**config.mk**
```make
export PLATFORM = sky130hd
export DESIGN_NAME = decode_execute_unit_flat
export DESIGN_NICKNAME = d
export VERILOG_FILES = /design/src/rtl/decex_pkg.sv /design/src/rtl/decex_if.sv /design/src/rtl/decex_alu.sv /design/src/rtl/decode_execute_unit.sv /design/src/flat_wrapper.sv
export SDC_FILE = /design/constraint.sdc
export NUM_CORES = 1
export LEC_CHECK = 0
export BUFFER_PORTS_ARGS = -buffer_cell sky130_fd_sc_hd__buf_2
export CAP_MARGIN = 20
export CORE_UTILIZATION = 40
export CTS_BUF_LIST = sky130_fd_sc_hd__clkbuf_4
export DETAILED_ROUTE_END_ITERATION = 16
export PLACE_DENSITY = 0.65
export SLEW_MARGIN = 15
export SYNTH_ARGS = -nofsm -noshare
export SYNTH_HDL_FRONTEND = slang
export SYNTH_HIERARCHICAL = 1
export SYNTH_SLANG_ARGS = --single-unit
```
**constraint.sdc**
```tcl
create_clock -name clk -period 12.3 [get_ports clk]
set_input_delay 2.46 -clock clk [delete_from_list [all_inputs] [get_ports clk]]
set_output_delay 2.46 -clock clk [all_outputs]
set_load 0.02 [all_outputs]
```
**src/rtl/decex_pkg.sv**
```systemverilog
// decex_pkg: shared constants and types for the decode/execute slice.
//   - MIPS opcode and funct field encodings
//   - 4-bit ALU operation codes and 2-bit ALUOp class codes
//   - packed control-strobe bundle produced by the main decoder
package decex_pkg;

  localparam int DATA_W = 32;

  // Opcode field ins[31:26]
  localparam logic [5:0] OP_RTYPE = 6'b000000;
  localparam logic [5:0] OP_LW    = 6'b100011;
  localparam logic [5:0] OP_SW    = 6'b101011;
  localparam logic [5:0] OP_BEQ   = 6'b000100;
  localparam logic [5:0] OP_ADDI  = 6'b001000;

  // Funct field ins[5:0]
  localparam logic [5:0] FN_ADD  = 6'b100000;
  localparam logic [5:0] FN_ADDU = 6'b100001;
  localparam logic [5:0] FN_SUB  = 6'b100010;
  localparam logic [5:0] FN_SUBU = 6'b100011;
  localparam logic [5:0] FN_AND  = 6'b100100;
  localparam logic [5:0] FN_OR   = 6'b100101;
  localparam logic [5:0] FN_NOR  = 6'b100111;
  localparam logic [5:0] FN_SLT  = 6'b101010;

  typedef enum logic [3:0] {
    ALU_AND = 4'b0000,
    ALU_OR  = 4'b0001,
    ALU_ADD = 4'b0010,
    ALU_SUB = 4'b0110,
    ALU_SLT = 4'b0111,
    ALU_NOR = 4'b1100,
    ALU_NOP = 4'b1111
  } alu_op_e;

  typedef enum logic [1:0] {
    ALUOP_MEM    = 2'b00,
    ALUOP_BRANCH = 2'b01,
    ALUOP_RTYPE  = 2'b10,
    ALUOP_ALT    = 2'b11
  } aluop_e;

  typedef struct packed {
    logic   reg_dst;
    logic   alu_src;
    logic   mem_to_reg;
    logic   reg_write;
    logic   mem_read;
    logic   mem_write;
    aluop_e alu_op;
  } ctrl_t;

endpackage

```
**src/rtl/decex_if.sv**
```systemverilog
// decex_if: operand/instruction bundle into the decode-execute unit and the
// control/result bundle back out.
//   master: drives instruction, funct, reg1, reg2; observes the rest
//   slave : the decode-execute unit itself
interface decex_if;
  import decex_pkg::*;

  logic [5:0]        instruction;
  logic [5:0]        funct;
  logic [DATA_W-1:0] reg1;
  logic [DATA_W-1:0] reg2;

  logic              RegDst;
  logic              ALUSrc;
  logic              MemtoReg;
  logic              RegWrite;
  logic              MemRead;
  logic              MemWrite;
  logic [1:0]        ALUOp;
  logic [3:0]        opcode;
  logic [DATA_W-1:0] result;
  logic              zero;
  logic [DATA_W-1:0] result_q;
  logic              zero_q;

  modport master (
    output instruction, funct, reg1, reg2,
    input  RegDst, ALUSrc, MemtoReg, RegWrite, MemRead, MemWrite,
    input  ALUOp, opcode, result, zero, result_q, zero_q
  );

  modport slave (
    input  instruction, funct, reg1, reg2,
    output RegDst, ALUSrc, MemtoReg, RegWrite, MemRead, MemWrite,
    output ALUOp, opcode, result, zero, result_q, zero_q
  );
endinterface

```
**src/rtl/decex_alu.sv**
```systemverilog
// decex_alu: purely combinational 32-bit ALU core.
//   op_i     : ALU operation code (alu_op_e)
//   a_i, b_i : signed operands
//   result_o : modulo-2^32 result; unlisted codes give 0
//   zero_o   : high when result_o is zero
// Build option DECEX_SLT_EN: when defined, ALU_SLT performs a signed
// set-less-than; otherwise it falls through to a zero result.
module decex_alu
  import decex_pkg::*;
(
  input  alu_op_e                  op_i,
  input  logic signed [DATA_W-1:0] a_i,
  input  logic signed [DATA_W-1:0] b_i,
  output logic signed [DATA_W-1:0] result_o,
  output logic                     zero_o
);

  always_comb begin
    result_o = '0;
    case (op_i)
      ALU_AND: result_o = a_i & b_i;
      ALU_OR:  result_o = a_i | b_i;
      ALU_ADD: result_o = a_i + b_i;
      ALU_SUB: result_o = a_i - b_i;
      ALU_NOR: result_o = ~(a_i | b_i);
`ifdef DECEX_SLT_EN
      ALU_SLT: result_o = (a_i < b_i) ? DATA_W'(1) : '0;
`endif
      default: result_o = '0;
    endcase
  end

  assign zero_o = (result_o == '0);

endmodule

```
**src/rtl/decode_execute_unit.sv**
```systemverilog
// decode_execute_unit: main control decoder, ALU-control decoder and ALU for
// a single-cycle MIPS datapath, plus a status register holding the last
// result and zero flag.
//   clk   : rising-edge clock
//   reset : synchronous active-high; clears only result_q/zero_q
//   bus   : decex_if.slave (instruction/funct/reg1/reg2 in; control strobes,
//           ALUOp, opcode, result, zero, result_q, zero_q out)
// Build option DECEX_SLT_EN: enables the SLT funct decode and signed SLT in
// the ALU; without it funct 101010 decodes to ALU_NOP.
module decode_execute_unit
  import decex_pkg::*;
(
  input  logic   clk,
  input  logic   reset,
  decex_if.slave bus
);

  ctrl_t                    ctrl;
  alu_op_e                  alu_code;
  logic signed [DATA_W-1:0] alu_res;
  logic                     alu_zero;

  logic signed [DATA_W-1:0] result_d, result_q;
  logic                     zero_d, zero_q;

  // Main decoder: unknown opcodes leave every strobe low so nothing is written.
  always_comb begin
    ctrl = '{default: '0, alu_op: ALUOP_MEM};
    case (bus.instruction)
      OP_RTYPE: ctrl = '{reg_dst: 1'b1, alu_src: 1'b0, mem_to_reg: 1'b0, reg_write: 1'b1,
                         mem_read: 1'b0, mem_write: 1'b0, alu_op: ALUOP_RTYPE};
      OP_LW:    ctrl = '{reg_dst: 1'b0, alu_src: 1'b1, mem_to_reg: 1'b1, reg_write: 1'b1,
                         mem_read: 1'b1, mem_write: 1'b0, alu_op: ALUOP_MEM};
      OP_SW:    ctrl = '{reg_dst: 1'b0, alu_src: 1'b1, mem_to_reg: 1'b0, reg_write: 1'b0,
                         mem_read: 1'b0, mem_write: 1'b1, alu_op: ALUOP_MEM};
      OP_BEQ:   ctrl = '{reg_dst: 1'b0, alu_src: 1'b0, mem_to_reg: 1'b0, reg_write: 1'b0,
                         mem_read: 1'b0, mem_write: 1'b0, alu_op: ALUOP_BRANCH};
      OP_ADDI:  ctrl = '{reg_dst: 1'b0, alu_src: 1'b1, mem_to_reg: 1'b0, reg_write: 1'b1,
                         mem_read: 1'b0, mem_write: 1'b0, alu_op: ALUOP_MEM};
      default:  ctrl = '{default: '0, alu_op: ALUOP_MEM};
    endcase
  end

  // ALU-control decoder: the unsigned add/sub variants share the signed ops
  // because no overflow trap exists.
  always_comb begin
    alu_code = ALU_ADD;
    case (ctrl.alu_op)
      ALUOP_MEM:    alu_code = ALU_ADD;
      ALUOP_BRANCH: alu_code = ALU_SUB;
      ALUOP_ALT:    alu_code = ALU_ADD;
      ALUOP_RTYPE: begin
        case (bus.funct)
          FN_ADD, FN_ADDU: alu_code = ALU_ADD;
          FN_SUB, FN_SUBU: alu_code = ALU_SUB;
          FN_AND:          alu_code = ALU_AND;
          FN_OR:           alu_code = ALU_OR;
          FN_NOR:          alu_code = ALU_NOR;
`ifdef DECEX_SLT_EN
          FN_SLT:          alu_code = ALU_SLT;
`endif
          default:         alu_code = ALU_NOP;
        endcase
      end
      default:      alu_code = ALU_ADD;
    endcase
  end

  decex_alu u_alu (
    .op_i     (alu_code),
    .a_i      (bus.reg1),
    .b_i      (bus.reg2),
    .result_o (alu_res),
    .zero_o   (alu_zero)
  );

  assign result_d = alu_res;
  assign zero_d   = alu_zero;

  // Status register stage: one cycle behind the combinational result.
  always_ff @(posedge clk) begin
    if (reset) begin
      result_q <= '0;
      zero_q   <= 1'b0;
    end else begin
      result_q <= result_d;
      zero_q   <= zero_d;
    end
  end

  assign bus.RegDst   = ctrl.reg_dst;
  assign bus.ALUSrc   = ctrl.alu_src;
  assign bus.MemtoReg = ctrl.mem_to_reg;
  assign bus.RegWrite = ctrl.reg_write;
  assign bus.MemRead  = ctrl.mem_read;
  assign bus.MemWrite = ctrl.mem_write;
  assign bus.ALUOp    = ctrl.alu_op;
  assign bus.opcode   = alu_code;
  assign bus.result   = alu_res;
  assign bus.zero     = alu_zero;
  assign bus.result_q = result_q;
  assign bus.zero_q   = zero_q;

endmodule

```
**src/flat_wrapper.sv**
```systemverilog
// flat-port wrapper written by rule: the top's interface ports become plain ports
module decode_execute_unit_flat import decex_pkg::*;
  (clk, reset, bus_instruction, bus_funct, bus_reg1, bus_reg2, bus_RegDst, bus_ALUSrc, bus_MemtoReg, bus_RegWrite, bus_MemRead, bus_MemWrite, bus_ALUOp, bus_opcode, bus_result, bus_zero, bus_result_q, bus_zero_q);
  decex_if bus_i ();
  input  logic clk;
  input  logic reset;
  input wire logic [$bits(bus_i.instruction)-1:0] bus_instruction;
  input wire logic [$bits(bus_i.funct)-1:0] bus_funct;
  input wire logic [$bits(bus_i.reg1)-1:0] bus_reg1;
  input wire logic [$bits(bus_i.reg2)-1:0] bus_reg2;
  output wire logic [$bits(bus_i.RegDst)-1:0] bus_RegDst;
  output wire logic [$bits(bus_i.ALUSrc)-1:0] bus_ALUSrc;
  output wire logic [$bits(bus_i.MemtoReg)-1:0] bus_MemtoReg;
  output wire logic [$bits(bus_i.RegWrite)-1:0] bus_RegWrite;
  output wire logic [$bits(bus_i.MemRead)-1:0] bus_MemRead;
  output wire logic [$bits(bus_i.MemWrite)-1:0] bus_MemWrite;
  output wire logic [$bits(bus_i.ALUOp)-1:0] bus_ALUOp;
  output wire logic [$bits(bus_i.opcode)-1:0] bus_opcode;
  output wire logic [$bits(bus_i.result)-1:0] bus_result;
  output wire logic [$bits(bus_i.zero)-1:0] bus_zero;
  output wire logic [$bits(bus_i.result_q)-1:0] bus_result_q;
  output wire logic [$bits(bus_i.zero_q)-1:0] bus_zero_q;
  assign bus_i.instruction = bus_instruction;
  assign bus_i.funct = bus_funct;
  assign bus_i.reg1 = bus_reg1;
  assign bus_i.reg2 = bus_reg2;
  assign bus_RegDst = bus_i.RegDst;
  assign bus_ALUSrc = bus_i.ALUSrc;
  assign bus_MemtoReg = bus_i.MemtoReg;
  assign bus_RegWrite = bus_i.RegWrite;
  assign bus_MemRead = bus_i.MemRead;
  assign bus_MemWrite = bus_i.MemWrite;
  assign bus_ALUOp = bus_i.ALUOp;
  assign bus_opcode = bus_i.opcode;
  assign bus_result = bus_i.result;
  assign bus_zero = bus_i.zero;
  assign bus_result_q = bus_i.result_q;
  assign bus_zero_q = bus_i.zero_q;
  decode_execute_unit u_core (.clk(clk), .reset(reset), .bus(bus_i));
endmodule
```
## Yosys cells after proc, flatten, opt, wreduce, memory -nomap -nowiden

Index checks and enable logic that the tools add are counted.

- Bits in registers: 33
- Bits in latches: 0
- Bits in writable memories: 0
- Bits in read-only memories: 0
- Input bits: 78
- Output and inout port bits: 78
- Word-level logic and storage cells: 36
- Memories: 0

- Add/subtract/negate cells: 2
- Multiply operators: 0
- Divide/modulo/power cells: 0
- Order comparisons: 0
- Equal/unequal tests: 18
- Shifts and indexed selects: 0
- Mux-type cells: 4
- Bitwise operators: 3
- Reductions and logical operators: 7

Operators with widths:

| operator | count |
|---|---|
| one-hot mux 32 bit (5 select lines) | 1 |
| == test 6 bit (second input constant) | 9 |
| one-hot mux 8 bit (5 select lines) | 1 |
| adder 32 bit | 1 |
| bitwise AND 32 bit | 1 |
| logical NOT 32 bit | 1 |
| NOT 32 bit | 1 |
| bitwise OR 32 bit | 1 |
| subtractor 32 bit | 1 |
| one-hot mux 4 bit (5 select lines) | 1 |
| one-hot mux 4 bit (3 select lines) | 1 |
| == test 6 x 3 -> 1 bit (second input constant) | 1 |
| == test 6 x 4 -> 1 bit (second input constant) | 1 |
| logical NOT 6 bit | 1 |
| OR reduction 2 bit | 3 |
| == test 2 bit (second input constant) | 2 |
| == test 4 x 1 -> 1 bit (second input constant) | 1 |
| == test 4 x 2 -> 1 bit (second input constant) | 1 |
| == test 4 x 3 -> 1 bit (second input constant) | 1 |
| == test 4 bit (second input constant) | 1 |
| logical NOT 4 bit | 1 |
| == test 2 x 1 -> 1 bit (second input constant) | 1 |
| logical NOT 2 bit | 1 |

## Depth between registers and ports, before layout

- Word-level depth: 8
- Gate-level depth with buffers: 27
- Depth with buffers taken out: 22

## By module

The synthesis kept the hierarchy.

By module, submodules not included:

| module | instances | cells an instance | area an instance (µm²) | sequential area each (µm²) |
|---|---|---|---|---|
| decex_alu | 1 | 538 | 3619.7 | 0.0 |
| decode_execute_unit | 1 | 99 | 1094.8 | 660.6 |

## Worst setup path before layout

No wires, ideal clock.

- Kind: input port to output port
- From: input port bus_instruction[1]
- To: output port bus_zero
- Arrival time: 9293 ps
- Data required time: 9840 ps
- Path slack: 547 ps
- Cell stages on the path: 23
- Path buffers: 3
- Path through: or3_4 -> nor4b_1 -> ha_1 -> nor2_1 -> a31oi_1 -> nor3b_1 -> clkbuf_1 -> buf_2 -> nand2_1 -> clkbuf_1 -> o21ai_0 -> inv_1 -> ha_1 -> nor2b_1 -> o2111ai_1 -> a21oi_1 -> a221o_1 -> a31oi_1 -> xor2_1 -> o21ai_0 -> a2111o_1 -> or4_1 -> nor4_2

- Word-level cells in the longest chain between the ends: 8
- Elaborated cells on any way between the ends: 19
- Classes of those cells: eq/ne (11); mux (3); reduce/logical (5)

RTL lines:

| item | RTL line | source |
|---|---|---|
| start, declared | flat_wrapper.sv:7 | `input wire logic [$bits(bus_i.instruction)-1:0] bus_instruction;` |
| == test 6 x 4 -> 1 bit (tied with other cells) | decode_execute_unit.sv:29 | `case (bus.instruction)` |
| one-hot mux 8 bit (5 select lines) (*) | decode_execute_unit.sv:29 |  |
| net bus_ALUOp[0] | flat_wrapper.sv:17 | `output wire logic [$bits(bus_i.ALUOp)-1:0] bus_ALUOp;` |
| == test 2 bit or logical NOT 2 bit (tied branches) | decode_execute_unit.sv:48 | `case (ctrl.alu_op)` |
| OR reduction 2 bit (no source line) | - |  |
| one-hot mux 4 bit (3 select lines) (*) | decode_execute_unit.sv:48 |  |
| net bus_opcode[1] | flat_wrapper.sv:18 | `output wire logic [$bits(bus_i.opcode)-1:0] bus_opcode;` |
| == test 4 bit (tied with other cells) | decex_alu.sv:20 | `case (op_i)` |
| one-hot mux 32 bit (5 select lines) (*) | decex_alu.sv:20 |  |
| net bus_result[19] | flat_wrapper.sv:19 | `output wire logic [$bits(bus_i.result)-1:0] bus_result;` |
| logical NOT 32 bit (*) | decex_alu.sv:33 | `assign zero_o = (result_o == '0);` |
| end, declared | flat_wrapper.sv:20 | `output wire logic [$bits(bus_i.zero)-1:0] bus_zero;` |

The timed path passes the listed nets; every way through them passes the cells marked *.

## Worst setup path after layout

- From: input port bus_instruction[1]
- To: output port bus_zero

- Word-level cells in the longest chain between the ends: 8
- Elaborated cells on any way between the ends: 19
- Classes of those cells: eq/ne (11); mux (3); reduce/logical (5)

RTL lines:

| item | RTL line |
|---|---|
| == test 6 x 4 -> 1 bit (tied with other cells) | decode_execute_unit.sv:29 |
| one-hot mux 8 bit (5 select lines) (*) | decode_execute_unit.sv:29 |
| == test 2 bit or logical NOT 2 bit (tied branches) | decode_execute_unit.sv:48 |
| OR reduction 2 bit (no source line) | - |
| one-hot mux 4 bit (3 select lines) (*) | decode_execute_unit.sv:48 |
| == test 4 bit (tied with other cells) | decex_alu.sv:20 |
| one-hot mux 32 bit (5 select lines) (*) | decex_alu.sv:20 |
| logical NOT 32 bit (*) | decex_alu.sv:33 |

Mark *: on every way between the ends. The rest lies on a longest branch, timed or not.

==> impl_metrics.csv <==
group,metric,value,unit
sta,finalHoldViolations,0,
place,gp_congestion,0.944,
power_and_ir_drop,power.internal,0.000280,W
final_layout,nFillCells,1188,
final_layout,final_common_cell,"buf_2",
sta,fmax,0.0878,GHz
power_and_ir_drop,irDropWorstVdd,0.0741,mV
final_layout,drive_gt1_share,23.7,%
worst_setup_path,max_stage_delay,0.62,ns
grt,overflow,0,
floorplan,num_rows,39,
logic_synthesis,synth-main-ff-cell,"dfxtp_1",
logic_synthesis,synth_edf_count,0,
floorplan,coreArea,0.0115,mm2
worst_setup_path,path_class,"primary input to output pin",
cts,cts_root_buf,"clkbuf_4",
sta,tns,0,ns
place,numPortBuffers,155,
status,status,"complete, no violations",
final_layout,final_cells,916,
sta,hold_ws,2.60,ns
power_and_ir_drop,p_per_area,96.5,mW/mm2
grt,grtUsageTotal,26.1,%
drt,vias,5527,
cts,clk_pin_slew,0.09,ns
sta,rsz0062_at_grt,"false",
min_path,min-delay-start,"reset",
drt,ant_nets,0,
grt,grt_pass1_wl,26000,um
worst_setup_path,worstSetupEndpointType,"output pin",
power_and_ir_drop,p_sw_share,48.7,%
drt,routed_wl,16500,um
drt,firstDrtPassIters,6,
logic_synthesis,synth_seq_cells,33,
floorplan,initial_core_util,41.1,%
worst_setup_path,required,9.84,ns
logic_synthesis,netlist_area,0.00471,mm2
cts,postCtsHoldBufs,0,
drt,initialDrtViolationCount,387,
place,dp_hpwl,13400,um
power_and_ir_drop,seqPwrFrac,23.5,%
cts,cts_resized,0,
floorplan,io_pins,156,
worst_setup_path,cp-start-kind,"primary input",
sta,post-route-worst-setup-slack,0.909,ns
worst_setup_path,crit_arrival,8.93,ns
grt,antenna_found_initial,0,
drt,wire_per_inst,18.1,um
worst_setup_path,setup.worst_path.start,"bus_instruction[1]",
power_and_ir_drop,clkPwrFrac,9.9,%
worst_setup_path,path_max_fanout,12,
min_path,worst_hold_path_type,"primary input to flip-flop",
place,placed_area,0.00560,mm2
power_and_ir_drop,p_sw,0.000266,W
logic_synthesis,synth_async_sr_flop_share,0,%
worst_setup_path,crit_chain,"buf_2 > or3_4 > or4b_1 > ha_1 > nor2b_1 > a22oi_1 > and2_1 > nor2_1 > xnor2_1 > ha_1 > xnor2_1 > a222oi_1 > o211ai_1 > a311o_1 > nor4_1 > or4b_1 > nor4_2 > nand4_1 > or4_1 > nor4_2 > buf_2",
logic_synthesis,ys_types,76,
floorplan,die_x,111,um
sta,tightest_slew,0.833,ns
cts,cts_setup_buffers,0,
sta,slew_headroom,44.0,%
final_layout,final_cell_mix,"155 x buf_2, 53 x a21oi_1, 42 x nand2_1",
cts,cts_tree,"done",
place,post-place-ws,1.05,ns
final_layout,area_growth,19.9,%
logic_synthesis,syn_nets,752,
floorplan,dieArea,0.0122,mm2
grt,grt_max_degree,35,
sta,min_period_over_period,92.6,%
sta,period_minus_slack,11.39,ns
flow_run,cap_viol_max_count,0,
logic_synthesis,syn_area_per_cell,7.40,um2
logic_synthesis,ys.warnings.count,6,
drt,drc,0,
power_and_ir_drop,comb_power_share,66.6,%
final_layout,final_cell_area,0.00565,mm2
logic_synthesis,seq_area_frac_synth,14.0,%
drt,avgViaCountPerCell,6.03,
final_layout,fin_nets,887,
logic_synthesis,syn_inst,637,
place,dp_cells,908,
final_layout,antenna_cells,0,
cts,clock_sinks,33,
grt,grt_pass1_vias,5007,
worst_setup_path,cpMaxStageDelayCell,"a22oi_1",
cts,clock_path_buffers,2,
sta,setup_viol,0,
cts,cts_max_level,2,
power_and_ir_drop,p_leak,2.50,nW
cts,cts_buffers,5,
sta,final_max_slew_viol_count,0,
floorplan,die_y,111,um
## cell type report
type / instances / area, um2 / share of cell area (%)
Inverter: 18 / 67.6 / 1.20
Multi-Input combinational cell: 549 / 3840 / 68.0
Clock inverter: 3 / 12.5 / 0.221
Timing Repair Buffer: 165 / 851 / 15.1
Tap cell: 143 / 179 / 3.17
Clock buffer: 5 / 37.5 / 0.664
Sequential cell: 33 / 661 / 11.7
## routing by layer
layer	up-vias	global-route usage, %	wire [um]
met2	245	43.4	7690
met4	0	8.44	422
met1	2578	35.0	7390
met3	36	2.80	1040
li1	2668	-	-
met5	-	0	0
## cell usage after synthesis (7+ instances only)
cell type,count,area share [%]
a21oi_1,53,5.6
nand2_1,42,3.3
nor2b_1,37,4.9
o21ai_0,37,3.9
ha_1,36,9.6
nor3_1,34,3.6
dfxtp_1,33,14
nor2_1,33,2.6
xor2_1,32,5.9
maj3_1,27,5.7
clkbuf_1,26,2.1
xnor2_1,19,3.5
inv_1,16,1.3
o31ai_1,14,2.2
a21o_1,11,1.8
and3_1,11,1.5
nand4_1,10,1.3
a22oi_1,8,1.3
o21a_1,8,1.3
a211oi_1,7,1.1
nand3_1,7,0.74
nor3b_1,7,1.1
## flip-flops by register name (all words and copies together) (netlist names)
signal               cells
u_core/bus.result_q     32
u_core/bus.zero_q        1
## final timing paths
check | cells after the start | slack [ns] | endpoint
setup / recovery | 21 | 0.91 | bus_zero
hold / removal | 2 | 2.60 | u_core/bus.result_q[10]$_SDFF_PP0_
## logic make-up after synthesis
group                    after synthesis  share of synthesized area (%)
multiplexers                           3                          0.663
AND/OR/NAND/NOR                      231                           27.3
adder cells (fa/ha/maj)               65                           16.0
buffers and inverters                 55                           4.80
flip-flops                            33                           14.0
AO/OA/AOI/OAI                        199                           27.8
XOR/XNOR                              51                           9.47
## metrics by stage
| step | total power, W | utilization [%] |
|---|---|---|
| 6_report | 0.000546 | 49.3 |
| 3_3_place_gp | 0.000487 | 48.8 |
| 4_1_cts | 0.000545 | 49.3 |
| 5_1_grt | 0.000580 | 49.3 |
| 2_1_floorplan | 0.000369 | - |
| 3_5_place_dp | 0.000490 | 48.8 |
## critical path, delay by kind of cell
kind | cells | cell delay (ns)
AOI/OAI and AO/OA | 4 | 1.57
xor gates and xnor gates | 2 | 0.30
adders and majority gates | 2 | 0.59
buffers and inverters | 2 | 0.33
and+or+nand+nor | 11 | 3.70
## power groups by stage
stage	combinational (W)	clock, W	sequential, W
2_1_floorplan	0.000215	0	0.000154
3_5_place_dp	0.000359	0	0.000131
3_3_place_gp	0.000356	0	0.000130
5_1_grt	0.000390	0.0000602	0.000130
4_1_cts	0.000360	0.0000556	0.000129
6_report	0.000364	0.0000539	0.000128
Power figures use the tool's default switching activity.
